--- src/rtl/adder_seq_pkg.sv ---
// Shared definitions for the multi-cycle adder: FSM state encoding and a
// constant clog2 helper used to size the chunk index counter.
package adder_seq_pkg;

    typedef enum logic [1:0] {
        IDLE = 2'd0,
        RUN  = 2'd1,
        DONE = 2'd2
    } state_t;

    // Ceiling log2, never less than 1 so a single-chunk adder still gets a counter bit.
    function automatic int clog2_min1(input int n);
        int r;
        r = 0;
        for (int i = 0; i < 31; i++) begin
            if ((1 << i) < n) r = i + 1;
        end
        return (r < 1) ? 1 : r;
    endfunction

endpackage

--- src/rtl/adder_seq_add_chunk.sv ---
// Combinational CHUNK-bit ripple adder built from single-bit full adders; also
// exposes the carry into its MSB so the top can derive signed overflow.
module addbit (
    input  logic a,
    input  logic b,
    input  logic cin,
    output logic s,
    output logic cout
);
    assign s    = a ^ b ^ cin;
    assign cout = (a & b) | (a & cin) | (b & cin);
endmodule

module add_chunk #(
    parameter int CHUNK = 4
) (
    input  logic [CHUNK-1:0] a,
    input  logic [CHUNK-1:0] b,
    input  logic             cin,
    output logic [CHUNK-1:0] sum,
    output logic             cout,
    output logic             cmsb
);
    logic [CHUNK:0] c;

    assign c[0] = cin;

    for (genvar i = 0; i < CHUNK; i++) begin : g_bit
        addbit u_bit (
            .a    (a[i]),
            .b    (b[i]),
            .cin  (c[i]),
            .s    (sum[i]),
            .cout (c[i+1])
        );
    end

    assign cout = c[CHUNK];
    assign cmsb = c[CHUNK-1];
endmodule

--- src/rtl/adder_seq.sv ---
// Multi-cycle adder: adds WIDTH-bit operands plus carry-in CHUNK bits per clock
// behind a start/done handshake, with registered sum, carry-out and overflow.
module adder_seq
    import adder_seq_pkg::*;
#(
    parameter int WIDTH = 32,
    parameter int CHUNK = 4
) (
    input  logic             clk,
    input  logic             reset,
    input  logic             start,
    input  logic [WIDTH-1:0] a,
    input  logic [WIDTH-1:0] b,
    input  logic             ci,
    output logic             busy,
    output logic             done,
    output logic [WIDTH-1:0] result,
    output logic             carry,
    output logic             overflow
);
    localparam int N    = WIDTH / CHUNK;
    localparam int IDXW = clog2_min1(N);
    localparam logic [IDXW-1:0] LAST_IDX = IDXW'(N - 1);

    state_t           state;
    logic [IDXW-1:0]  idx;
    logic [WIDTH-1:0] a_reg;
    logic [WIDTH-1:0] b_reg;
    logic             carry_reg;

    logic [CHUNK-1:0] chunk_sum;
    logic             chunk_cout;
    logic             chunk_cmsb;

    add_chunk #(.CHUNK(CHUNK)) u_chunk (
        .a    (a_reg[idx*CHUNK +: CHUNK]),
        .b    (b_reg[idx*CHUNK +: CHUNK]),
        .cin  (carry_reg),
        .sum  (chunk_sum),
        .cout (chunk_cout),
        .cmsb (chunk_cmsb)
    );

    // DONE accepts a new start exactly like IDLE so additions can run back-to-back.
    always_ff @(posedge clk) begin
        if (reset) begin
            state     <= IDLE;
            idx       <= '0;
            a_reg     <= '0;
            b_reg     <= '0;
            carry_reg <= 1'b0;
            result    <= '0;
            carry     <= 1'b0;
            overflow  <= 1'b0;
            busy      <= 1'b0;
            done      <= 1'b0;
        end else begin
            done <= 1'b0;
            case (state)
                IDLE, DONE: begin
                    if (start) begin
                        a_reg     <= a;
                        b_reg     <= b;
                        carry_reg <= ci;
                        result    <= '0;
                        carry     <= 1'b0;
                        overflow  <= 1'b0;
                        idx       <= '0;
                        busy      <= 1'b1;
                        state     <= RUN;
                    end else begin
                        state <= IDLE;
                    end
                end
                RUN: begin
                    result[idx*CHUNK +: CHUNK] <= chunk_sum;
                    carry_reg                  <= chunk_cout;
                    if (idx == LAST_IDX) begin
                        carry    <= chunk_cout;
                        overflow <= chunk_cout ^ chunk_cmsb;
                        busy     <= 1'b0;
                        done     <= 1'b1;
                        state    <= DONE;
                    end else begin
                        idx <= idx + 1'b1;
                    end
                end
                default: begin
                    busy  <= 1'b0;
                    state <= IDLE;
                end
            endcase
        end
    end

endmodule

--- config.mk ---
export PLATFORM = sky130hd
export DESIGN_NAME = adder_seq
export DESIGN_NICKNAME = d
export VERILOG_FILES = /design/src/rtl/adder_seq_pkg.sv /design/src/rtl/adder_seq_add_chunk.sv /design/src/rtl/adder_seq.sv
export SDC_FILE = /design/constraint.sdc
export NUM_CORES = 1
export LEC_CHECK = 0
export BUFFER_PORTS_ARGS = -buffer_cell sky130_fd_sc_hd__buf_4
export CAP_MARGIN = 20
export CORE_ASPECT_RATIO = 1.5
export CORE_UTILIZATION = 35
export DETAILED_ROUTE_END_ITERATION = 6
export PLACE_DENSITY_LB_ADDON = 0.2
export SLEW_MARGIN = 20
export SYNTH_ARGS = -nofsm -noshare
export SYNTH_HDL_FRONTEND = slang
export SYNTH_SLANG_ARGS = --single-unit
--- constraint.sdc ---
create_clock -name clk -period 7.16 [get_ports clk]
set_input_delay 0.716 -clock clk [delete_from_list [all_inputs] [get_ports clk]]
set_output_delay 0.716 -clock clk [all_outputs]
set_load 0.02 [all_outputs]
==> metrics.txt <==
outcome=complete, no violations; met2 Resource Use GR=30.29%; fraction of layout instances using a drive strength above 1=25.99%; largest net degree at the start of global routing=104; initial drt markers=138; CTS tree=built; Critical Path RT=7.43 ns; RSZ-0062 raised after global routing=no; DR WL/cell=15.32 um; post_cts resized=0; Setup CP Type=flop to flop; total CTS buffers=9; met1 usage=21.55%; post-route ant nets=0; Area contributors post-synth=dfxtp_1 (47%), nand2_1 (12%), mux4_2 (7.9%), a21oi_1 (7.8%), mux2i_1 (7.7%); number of global-route vias before repair=about 3500; commonest non-fill, non-tap cells in the layout=nand2_1 (140), dfxtp_1 (106), buf_4 (105); H-tree depth=3; # fillers=1237; DRT Wirelength=about 11 mm; Longest Clk Path Bufs=2; Yosys top cell area share=46.76%; Clock Root Buffer=clkbuf_16; met3 usage=under 10%; Warnings, synthesis=0; Synth Cell Area=4538 um2; worst reg2reg setup slack=between 3 and 4 ns; core footprint=around 13000 um2; antenna violations before repair=0; gr ovfl total=0; final period utilization=52.86%; gr busiest metal=met2; final setup margin=3.375 ns; detailed-placement wirelength estimate=8.082 mm; fmax=0.2642 GHz; synthesized net count=577; Peak VDD IR=about 0.00015 V; Die ar.=13440 um2; pre-CTS WS=around 3.3 ns; CP Capture Type=flop; Hold Slack=0.4553 ns; Worst setup SP type=flop; Leakage=between 2 and 2.5 nW; n_diodes=0; hold path depth=2; Syn Inst Count=501; Hold Vio Cnt, Final=0; Slew @ Worst Pin=between 0.9 and 1 ns; vias per cell=4.999; critical path peak fanout=12; CP startpoint=idx[1]$_SDFFE_PP0P_; Cell Rows=50; Worst slew margin=a little over a third; fin nets=652; Initial Util=roughly 36%; Post CTS Setup Buffer Count=0; IO buf count=roughly 100; syn avg cell area=9.058 um2; DRC Markers=0; most area-hungry cell type in the Yosys netlist=dfxtp_1; Reg2Reg Depth=11; Min-Delay Endpoint=b_reg[14]$_SDFFE_PP0P_; hold path start=b_reg[14]$_SDFFE_PP0P_; Arr. time, crit path=4.06 ns; area delta synth->final=24.68%; 1st-pass router iterations=4; Vias=3684; commonest non-fill, non-tap cell in the layout=nand2_1; Crit Reg-Reg Startpoint=idx[1]$_SDFFE_PP0P_; Final min period=between 3 and 4 ns; CTS Sinks=around 110; Post-CTS Hold Buffers=0; synthesized flop and latch total=roughly 110; R2R Path End=result[19]$_SDFFE_PP0P_; type of the worst min-delay path=flop to flop; Synth cell types=38; Setup Skew=0.008341 ns; Setup violations, final=0; die height=141.5 um; first-pass GRT wire length=18.04 mm; Seq/Total Area, Yosys=46.76%; Final TNS setup=0 ns; Clock Latency Late Sink=0.35 ns; max cap viols=0; fin. max-slew vios=0; clock-pin slew on the worst setup and hold paths=0.07 ns; Final Wtd Congestion=0.7621; Die Wd=94.98 um; IO Pins=104; Power Dens Cells=219.7 nW/um2; gr usage total=between 15 and 20%
[report_power, final]
| group | switching [mW] | internal (mW) | total (mW) |
|---|---|---|---|
| Clock | 0.228 | 0.239 | 0.467 |
| Sequential | 0.0178 | 0.614 | 0.632 |
| Combinational | 0.0772 | 0.0671 | 0.144 |
| Total | 0.323 | 0.920 | 1.24 |
[kinds of logic (layout without fill, tap and decap cells)]
logic type | count (synthesis) | in the layout | synth area share (%)
AOI/OAI and AO/OA | 74 | 74 | 8.271
xor gates and xnor gates | 1 | 1 | 0.1930
adders and majority gates | 8 | 8 | 2.867
buffers and inverters | 47 | 127 | 4.329
DFF | 106 | 106 | 46.76
muxes | 54 | 54 | 16.40
and+or+nand+nor | 211 | 211 | 21.17
[synth_stat cells]
cell type	count
a21oi_1	71
a2bb2oi_1	1
a31oi_1	1
and3_1	3
and4bb_2	1
buf_1	7
buf_2	11
buf_4	1
clkbuf_1	21
clkbuf_2	2
dfxtp_1	106
fa_1	4
ha_1	4
inv_1	4
inv_2	1
mux2_2	3
mux2i_1	35
mux4_2	16
nand2_1	140
nand2b_1	5
nand2b_4	1
nand3_1	34
nand3b_1	1
nand4_1	1
nor2_1	11
nor2b_1	1
nor3_1	1
nor3b_1	1
nor4_2	1
nor4_4	1
nor4b_2	1
o21ai_0	1
or3_1	3
or3b_2	1
or4_1	2
or4b_1	1
or4b_4	1
xor2_1	1
[metrics by stage]
step	util (%)	cells	instance area (um2)	power [mW]
final	45.00	737	5658	1.243
after CTS	44.84	736	5638	1.253
after global routing	45.00	737	5658	1.301
after floorplan	-	501	4538	0.7331
after detailed placement	42.62	720	5359	0.7896
after global placement	42.62	720	5359	0.7861
[routing by layer]
layer	vias to the layer above	routed length, um
li1	1852	-
met1	1736	4751
met2	86	5935
met3	10	447
met4	0	153
met5	-	0
[final cells by class]
| class | count | area, um2 | area share, % |
|---|---|---|---|
| clock buffers | 9 | 225.2 | 3.981 |
| clock inverters | 7 | 53.80 | 0.9509 |
| inverters | 5 | 18.77 | 0.3317 |
| multi-input cells | 348 | 2235 | 39.50 |
| flip-flops and latches | 106 | 2122 | 37.51 |
| well taps | 156 | 195.2 | 3.450 |
| repair buffers | 106 | 808.3 | 14.29 |
[critical path, cell delays in order (launching register included)]
cell     delay, ns
dfxtp_1       0.73
buf_4         0.34
mux4_2        0.52
nand2_1       0.08
nand2_1       0.07
fa_1          0.39
inv_1         0.07
fa_1          0.18
fa_1          0.23
fa_1          0.45
or3_1         0.47
mux2i_1       0.18
[worst max-delay path by stage]
stage                                          to  slack, ns  cells after the start
after CTS                 result[19]$_SDFFE_PP0P_       3.30                     11
final                     result[19]$_SDFFE_PP0P_       3.38                     11
after global placement    result[19]$_SDFFE_PP0P_       3.46                     11
after detailed placement  result[19]$_SDFFE_PP0P_       3.31                     11
after global routing      result[23]$_SDFFE_PP0P_       3.12                     11
after floorplan            result[7]$_SDFFE_PP0P_       3.97                     12
Note: power is estimated with default switching activity, not from simulation.
